--- config.mk ---
export PLATFORM = sky130hd
export DESIGN_NAME = mandelbrot_host_ctrl
export DESIGN_NICKNAME = d
export VERILOG_FILES = /design/src/rtl/mandelbrot_host_ctrl.sv
export SDC_FILE = /design/constraint.sdc
export NUM_CORES = 1
export LEC_CHECK = 0
export CAP_MARGIN = 25
export CELL_PAD_IN_SITES_DETAIL_PLACEMENT = 2
export CELL_PAD_IN_SITES_GLOBAL_PLACEMENT = 2
export CORE_MARGIN = 1.5
export CORE_UTILIZATION = 30
export DETAILED_ROUTE_END_ITERATION = 10
export PLACE_DENSITY_LB_ADDON = 0.1
export RECOVER_POWER = 50
export SYNTH_ARGS = -nofsm -noshare
export SYNTH_HDL_FRONTEND = slang
export SYNTH_SLANG_ARGS = --single-unit
export TNS_END_PERCENT = 30
--- constraint.sdc ---
create_clock -name clk -period 1.6 [get_ports clk]
set_input_delay 0.16 -clock clk [delete_from_list [all_inputs] [get_ports clk]]
set_output_delay 0.16 -clock clk [all_outputs]
set_load 0.02 [all_outputs]
--- src/rtl/mandelbrot_host_ctrl.sv ---
// ---------------------------------------------------------------------------
// mandelbrot_host_ctrl
//   Initiator for the mandelbrot engine control pins. It takes one pixel job
//   from a valid/ready command port and shifts the configuration word
//   {scaling, ci, cr} into the engine MSB first. It then raises run and waits
//   for a rising edge on finished. The 7-bit iteration count is read back as
//   two nibbles through ctr_select. The count, or a timeout indication, is
//   returned on a valid/ready result port.
//
// Ports
//   clk, rst_n          clock, asynchronous active-low reset
//   cmd_valid/ready     job handshake (ready only while idle)
//   cmd_scaling/cr/ci   job parameters, captured on acceptance
//   res_valid/ready     result handshake (valid held until ready)
//   res_ctr/res_timeout iteration count / finished-never-arrived flag
//   shift_en/shift_data engine configuration serial port
//   run                 engine run request
//   ctr_select/ctr_in   nibble select toward the engine / nibble returned
//   finished            engine done flag
// All outputs come straight from flops.
// ---------------------------------------------------------------------------
module mandelbrot_host_ctrl #(
   parameter int CFG_BITS = 24,
   parameter int CTRWIDTH = 7,
   parameter int TIMEOUT  = 4095,
   parameter int SETTLE   = 1
) (
   input  logic                clk,
   input  logic                rst_n,
   input  logic                cmd_valid,
   output logic                cmd_ready,
   input  logic [1:0]          cmd_scaling,
   input  logic [10:0]         cmd_cr,
   input  logic [10:0]         cmd_ci,
   output logic                res_valid,
   input  logic                res_ready,
   output logic [CTRWIDTH-1:0] res_ctr,
   output logic                res_timeout,
   output logic                shift_en,
   output logic                shift_data,
   output logic                run,
   output logic [1:0]          ctr_select,
   input  logic [3:0]          ctr_in,
   input  logic                finished
);

   localparam int TW = $clog2(TIMEOUT + 1);
   localparam int BW = $clog2(CFG_BITS);
   localparam int SW = (SETTLE > 0) ? $clog2(SETTLE + 1) : 1;

   typedef enum logic [2:0] {
      S_IDLE,
      S_SHIFT,
      S_START,
      S_WAIT,
      S_READ_LO,
      S_READ_HI,
      S_RESULT
   } state_t;

   state_t                state_q, state_d;
   logic [CFG_BITS-1:0]   word_q, word_d;
   logic [BW-1:0]         bit_q, bit_d;
   logic [TW-1:0]         tcnt_q, tcnt_d;
   logic [SW-1:0]         scnt_q, scnt_d;
   logic                  fin_q, fin_d;

   logic                  cmd_ready_q, cmd_ready_d;
   logic                  res_valid_q, res_valid_d;
   logic [CTRWIDTH-1:0]   res_ctr_q, res_ctr_d;
   logic                  res_timeout_q, res_timeout_d;
   logic                  shift_en_q, shift_en_d;
   logic                  shift_data_q, shift_data_d;
   logic                  run_q, run_d;
   logic [1:0]            ctr_select_q, ctr_select_d;

   logic [CFG_BITS-1:0]   cmd_word;
   logic                  unused_ctr_bits;

   assign cmd_word = {cmd_scaling, cmd_ci, cmd_cr};

   // The top nibble bits above the counter width carry nothing useful.
   assign unused_ctr_bits = ^ctr_in[3:CTRWIDTH-4];

   always_comb begin
      state_d       = state_q;
      word_d        = word_q;
      bit_d         = bit_q;
      tcnt_d        = tcnt_q;
      scnt_d        = scnt_q;
      fin_d         = fin_q;
      res_valid_d   = res_valid_q;
      res_ctr_d     = res_ctr_q;
      res_timeout_d = res_timeout_q;
      shift_en_d    = shift_en_q;
      shift_data_d  = shift_data_q;
      run_d         = run_q;
      ctr_select_d  = ctr_select_q;

      case (state_q)
         S_IDLE: begin
            if (cmd_valid && cmd_ready_q) begin
               // The MSB goes out immediately. The remainder is held
               // pre-shifted so that each step only reads the top bit.
               shift_en_d   = 1'b1;
               shift_data_d = cmd_word[CFG_BITS-1];
               word_d       = {cmd_word[CFG_BITS-2:0], 1'b0};
               bit_d        = '0;
               state_d      = S_SHIFT;
            end
         end
         S_SHIFT: begin
            if (bit_q == BW'(CFG_BITS - 1)) begin
               shift_en_d   = 1'b0;
               shift_data_d = 1'b0;
               run_d        = 1'b1;
               state_d      = S_START;
            end else begin
               shift_data_d = word_q[CFG_BITS-1];
               word_d       = {word_q[CFG_BITS-2:0], 1'b0};
               bit_d        = bit_q + 1'b1;
            end
         end
         S_START: begin
            // Record the finished level now so a level left from the
            // previous job is not mistaken for completion.
            fin_d   = finished;
            tcnt_d  = '0;
            state_d = S_WAIT;
         end
         S_WAIT: begin
            fin_d = finished;
            if (!fin_q && finished) begin
               run_d        = 1'b0;
               ctr_select_d = 2'd0;
               scnt_d       = '0;
               state_d      = S_READ_LO;
            end else if (tcnt_q == TW'(TIMEOUT)) begin
               run_d         = 1'b0;
               res_ctr_d     = '0;
               res_timeout_d = 1'b1;
               res_valid_d   = 1'b1;
               state_d       = S_RESULT;
            end else begin
               tcnt_d = tcnt_q + 1'b1;
            end
         end
         S_READ_LO: begin
            if (scnt_q == SW'(SETTLE)) begin
               res_ctr_d[3:0] = ctr_in;
               ctr_select_d   = 2'd1;
               scnt_d         = '0;
               state_d        = S_READ_HI;
            end else begin
               scnt_d = scnt_q + 1'b1;
            end
         end
         S_READ_HI: begin
            if (scnt_q == SW'(SETTLE)) begin
               res_ctr_d[CTRWIDTH-1:4] = ctr_in[CTRWIDTH-5:0];
               ctr_select_d            = 2'd0;
               res_timeout_d           = 1'b0;
               res_valid_d             = 1'b1;
               state_d                 = S_RESULT;
            end else begin
               scnt_d = scnt_q + 1'b1;
            end
         end
         S_RESULT: begin
            if (res_ready) begin
               res_valid_d = 1'b0;
               state_d     = S_IDLE;
            end
         end
         default: state_d = S_IDLE;
      endcase

      // Ready is registered. It therefore reflects the state being entered.
      cmd_ready_d = (state_d == S_IDLE);
   end

   always_ff @(posedge clk or negedge rst_n) begin
      if (!rst_n) begin
         state_q       <= S_IDLE;
         word_q        <= '0;
         bit_q         <= '0;
         tcnt_q        <= '0;
         scnt_q        <= '0;
         fin_q         <= 1'b0;
         cmd_ready_q   <= 1'b0;
         res_valid_q   <= 1'b0;
         res_ctr_q     <= '0;
         res_timeout_q <= 1'b0;
         shift_en_q    <= 1'b0;
         shift_data_q  <= 1'b0;
         run_q         <= 1'b0;
         ctr_select_q  <= 2'd0;
      end else begin
         state_q       <= state_d;
         word_q        <= word_d;
         bit_q         <= bit_d;
         tcnt_q        <= tcnt_d;
         scnt_q        <= scnt_d;
         fin_q         <= fin_d;
         cmd_ready_q   <= cmd_ready_d;
         res_valid_q   <= res_valid_d;
         res_ctr_q     <= res_ctr_d;
         res_timeout_q <= res_timeout_d;
         shift_en_q    <= shift_en_d;
         shift_data_q  <= shift_data_d;
         run_q         <= run_d;
         ctr_select_q  <= ctr_select_d;
      end
   end

   assign cmd_ready   = cmd_ready_q;
   assign res_valid   = res_valid_q;
   assign res_ctr     = res_ctr_q;
   assign res_timeout = res_timeout_q;
   assign shift_en    = shift_en_q;
   assign shift_data  = shift_data_q;
   assign run         = run_q;
   assign ctr_select  = ctr_select_q;

endmodule

Word level (Yosys, flattened, before mapping)
Index checks and enable logic that the tools add are counted.
- register bits: 61
- output and inout port bits: 15
- word-level logic and storage cells: 108
- $add $sub $neg: 3
- equality and inequality tests: 19
- reductions and logical operators: 23
- mux-type cells: 48
- operators by type and width (cell ; count):
    $mux W24 ; 2
    $pmux W24 S2 ; 1
    $mux W12 ; 2
    $mux W3 ; 8
    $pmux W12 S2 ; 1
    $pmux W3 S7 ; 1
    $ne A2 B2 Y1 const B ; 10
    $mux W1 ; 15
    $mux W7 ; 2
    $add A12 B1 Y12 const B ; 1
    $eq A12 B12 Y1 const B ; 1
    $reduce_and A3 Y1 ; 4
    $reduce_and A4 Y1 ; 3
    $mux W5 ; 2
    $pmux W5 S2 ; 1
    $reduce_bool A2 Y1 ; 5
    $eq A3 B3 Y1 const B ; 3
    $pmux W1 S2 ; 4
    $pmux W4 S2 ; 1
    $eq A3 B2 Y1 const B ; 2
    $logic_not A3 Y1 ; 2
    $mux W2 ; 3
    $pmux W1 S3 ; 2
    $pmux W2 S3 ; 1
    other kinds (13) ; 16

Logic depth before layout (Yosys ltp)
- depth after elaboration: 5
- gate-level depth with buffers: 7
- mapped depth without buffers: 5

Worst setup path after synthesis
OpenSTA, ideal clock, no wires.
- path kind: register to register
- from: register tcnt_q[0]
- to: register tcnt_q[3]
- clock period less this slack: 1712 ps
- cell stages (with the launch flop): 7
- library setup time: 78 ps
- data arrival time: 1634 ps
- path slack: -112 ps
- cells stage by stage: dfrtp_1 > ha_1 > and3_1 > and4_1 > clkbuf_1 > or3_2 > a21oi_1
- cells in the longest elaborated chain, start to end: 4
- elaborated cells between the ends (all ways): 7
- classes of those cells: add/sub: 1; eq/ne: 2; mux: 3; reduce/logical: 1
- RTL lines (what ; RTL line ; source):
    start, declared ; 64 ; logic [TW-1:0] tcnt_q, tcnt_d;
    start signal, assigned ; 202 ; tcnt_q <= tcnt_d;
    $add A12 B1 Y12 ; 145 ; tcnt_d = tcnt_q + 1'b1;
    $mux W12 ; 138 ; end else if (tcnt_q == TW'(TIMEOUT)) begin
    $mux W12 ; 133 ; if (!fin_q && finished) begin
    $pmux W12 S2 ; 100 ; case (state_q)
Parallel ways exist; a longest one is shown, timed or not. The select of a mux whose other input is x is not followed.
A chain may end at the register's enable or synchronous reset.

Worst setup path after layout
- from: register state_q[1]
- to: register tcnt_q[5]
- cells in the longest elaborated chain, start to end: 3
- elaborated cells between the ends (all ways): 7
- classes of those cells: eq/ne: 4; mux: 1; reduce/logical: 2
- RTL lines (what ; RTL line ; source):
    start, declared ; 61 ; state_t state_q, state_d;
    start signal, assigned ; 199 ; state_q <= state_d;
    $eq A3 B2 Y1 ; 100 ;
    $ne A2 B2 Y1 (no source line) or $reduce_bool A2 Y1 (tied branches) ; -- ;
    $reduce_and A3 Y1 (no source line) ; -- ;
Parallel ways exist; a longest one is shown, timed or not.

==> impl_results.md <==
- Routed WL: 10.1 mm
- Sequential fraction of the synthesis area: 0.491
- Fin nets: approximately 440
- CTS sink count: 59
- Max cap viols: 0
- WP buf/inv: 1
- H-tree depth: 3
- Critical Path Max Stage Delay: 490 ps
- Via-per-instance ratio: 5.04
- Final period util: 1.09
- Clk slew on worst S/H paths: 70 ps
- Final setup margin: -142 ps
- WL/cell: 18.6 µm
- Global-route wire length before repair: approximately 15 mm
- Path type of the worst min-delay path: in2async
- Crit path cell chain: buf_6, nand2b_4, a211o_4, or4_4, a21oi_2
- Remaining antenna violation count: 0
- FF+latch count, synth: 59
- I/O pins: 48
- Yosys warns: 0
- Most used DFF post-synth: dfrtp_1
- Crit start category: flop
- Vias in the first global route: a little under 3000
- Slowest cell on the critical path: or4_4
- Setup CP Type: reg2reg
- Synth unique cells: 55
- Chip Width: about 100 µm
- Number of synthesized flops with an enable pin: 0
- Final min period: 1740 ps
- Layout cells sized above 1: 0.334
- Worst Path Required: about 1900 ps
- CTS Buf Count: 9
- Max Fclk: 0.574 GHz
- Syn Area/Cell: 10.1 µm²
- Final Hold Viols: 0
- Initial Util: 0.309
- Overall power: 8.56 mW
- Clk_lat worst skew: around 330 ps
- Full die area: 10600 µm²
- Arr. time, crit path: 2000 ps
- Setup TNS: -854 ps
- Clk root buf: clkbuf_8
- Die H: approximately 100 µm
- Final setup viols: 18
- # placed instances: 516
- Worst slew margin relative to its limit: 0.567
- CTS tree: yes
- DRT iter0 DRCs: 42
- GRT Overall Usage: 0.189
- DP HPWL: ~6.5 mm
- Drt drc: 0
- Largest delay contributor family on the critical path: simple AND/OR/NAND/NOR gates
- Post-route cell area: 4610 µm²
- Fin cells: 543
- Fin util: 0.474
- Initial antenna violation count: 0
- Clock skew: 12.9 ps
- Critical path fanouts, max: 8
- Placer Congestion: 0.743
- Maximum vdd drop: approximately 760 µV
- Power density cells: roughly 1900 nW/µm²
- Failing checks: negative setup slack
- LEAKAGE: 2.00 nW
- Port-buffer cells: 46
- Synthesized instance count: 298
- Row count: 36
- Clk buf depth: 2
- Max-slew violation count: 0
- Antenna cells: 0
- Largest net degree at the start of global routing: 38
- Crit. End Element: flop
- Pre-antenna DRT Iters: 7
- Status: complete, but fails checks
- Via count: 2736
- Mapped cell area: ~3000 µm²
- Area of the core: 9730 µm²
- Leading cell types in the layout, fill and taps excluded: dfrtp_1, buf_4, clkdlybuf4s50_1, nand2_1, o21ai_1
- Commonest non-fill, non-tap cell in the layout: dfrtp_1
- Placed Area: 4050 µm²
- Grt total ovfl: 0
- Synth async-reset ratio: 1.00
- Worst Max-Slew Pin Slew: 650 ps
- Area Overhead vs Synth: 53.5%
- Syn Nets: about 330
- Unrepaired setup endpoints after global routing: yes
## area by class of cell
cell class                 count  area (µm²)
fill                        1048        5120
multi-input combinational    209        1590
sequential                    59        1480
timing repair buffer         120        1140
tap                          133         166
clock buffer                  12         165
clock inverter                 2        35.0
inverter                       8        30.0
## cells by family (layout without fill, tap and decap cells)
group / Yosys count / in the layout / synth area share
flip-flops: 59 / 59 / 0.491
XOR/XNOR: 2 / 2 / 0.00583
other: 1 / 1 / 0.00125
adder cells (fa/ha/maj): 2 / 2 / 0.00833
AO/OA/AOI/OAI: 84 / 84 / 0.184
buffers and inverters: 30 / 142 / 0.0541
AND/OR/NAND/NOR: 96 / 96 / 0.175
multiplexers: 24 / 24 / 0.0804
## synthesized netlist by cell type (3+ instances only)
cell	instances	area, µm²
a22o_1	8	70.1
nor2_1	9	33.8
clkbuf_1	8	30.0
and3_1	3	18.8
o21ai_0	32	160
dfrtp_1	59	1480
nand3_1	9	45.0
or4_1	3	22.5
and4b_1	3	30.0
a21oi_1	16	80.1
buf_2	7	35.0
buf_4	3	22.5
nand4_1	3	18.8
a211oi_1	4	30.0
buf_6	4	45.0
nor2b_1	4	25.0
nand2_1	38	143
inv_1	8	30.0
o31ai_1	3	22.5
a31oi_1	4	25.0
nor3_1	4	20.0
mux2i_1	23	230
## registers in the layout (all words and copies together) (netlist names)
| register | count |
|---|---|
| word_q | 23 |
| tcnt_q | 12 |
| res_ctr | 7 |
| bit_q | 5 |
| state_q | 3 |
| cmd_ready | 1 |
| ctr_select | 1 |
| fin_q | 1 |
| res_timeout | 1 |
| res_valid | 1 |
| run | 1 |
| scnt_q | 1 |
| shift_data | 1 |
| shift_en | 1 |
## through the flow
step	hold WS, ps	setup WS [ps]
after floorplan	-136	-72.2
after global placement	178	-307
after detailed placement	180	-348
after CTS	354	-77.5
after global routing	387	-191
final	344	-142
## layer usage
layer / wire, µm / track usage / vias up / part of all wire
met5: 0 / 0 / - / 0
met4: 86 / 0.0530 / 0 / 0.0085
met3: 255 / 0.0393 / 7 / 0.025
met2: 5410 / 0.337 / 43 / 0.54
met1: 4350 / 0.230 / 1391 / 0.43
li1: - / - / 1295 / -
## power breakdown
group	switching, mW	internal [mW]
registers	0.529	2.13
clock network	0.598	0.828
logic	2.12	2.35
total	3.24	5.31
## path summary, 6_finish.rpt
kind	end	depth (start not counted)	start	slack, ps
max in group asynchronous	state_q[2]	3	rst_n	180
min in group clk	res_ctr[6]	3	ctr_in[2]	410
setup / recovery	tcnt_q[5]	5	state_q[1]	-140
hold / removal	bit_q[0]	2	rst_n	340
hold reg to reg	word_q[23]	2	word_q[23]	480
setup reg to reg	tcnt_q[5]	5	state_q[1]	-140
## repair_timing
item	in CTS	in global routing
cloned	0	3
buffers inserted	4	6
pin swaps	3	22
hold endpoints to repair	17	0
gates resized for setup	37	46
hold buffers	1	0
endpoints found under the setup margin	51	51
Power figures use the tool's default switching activity.
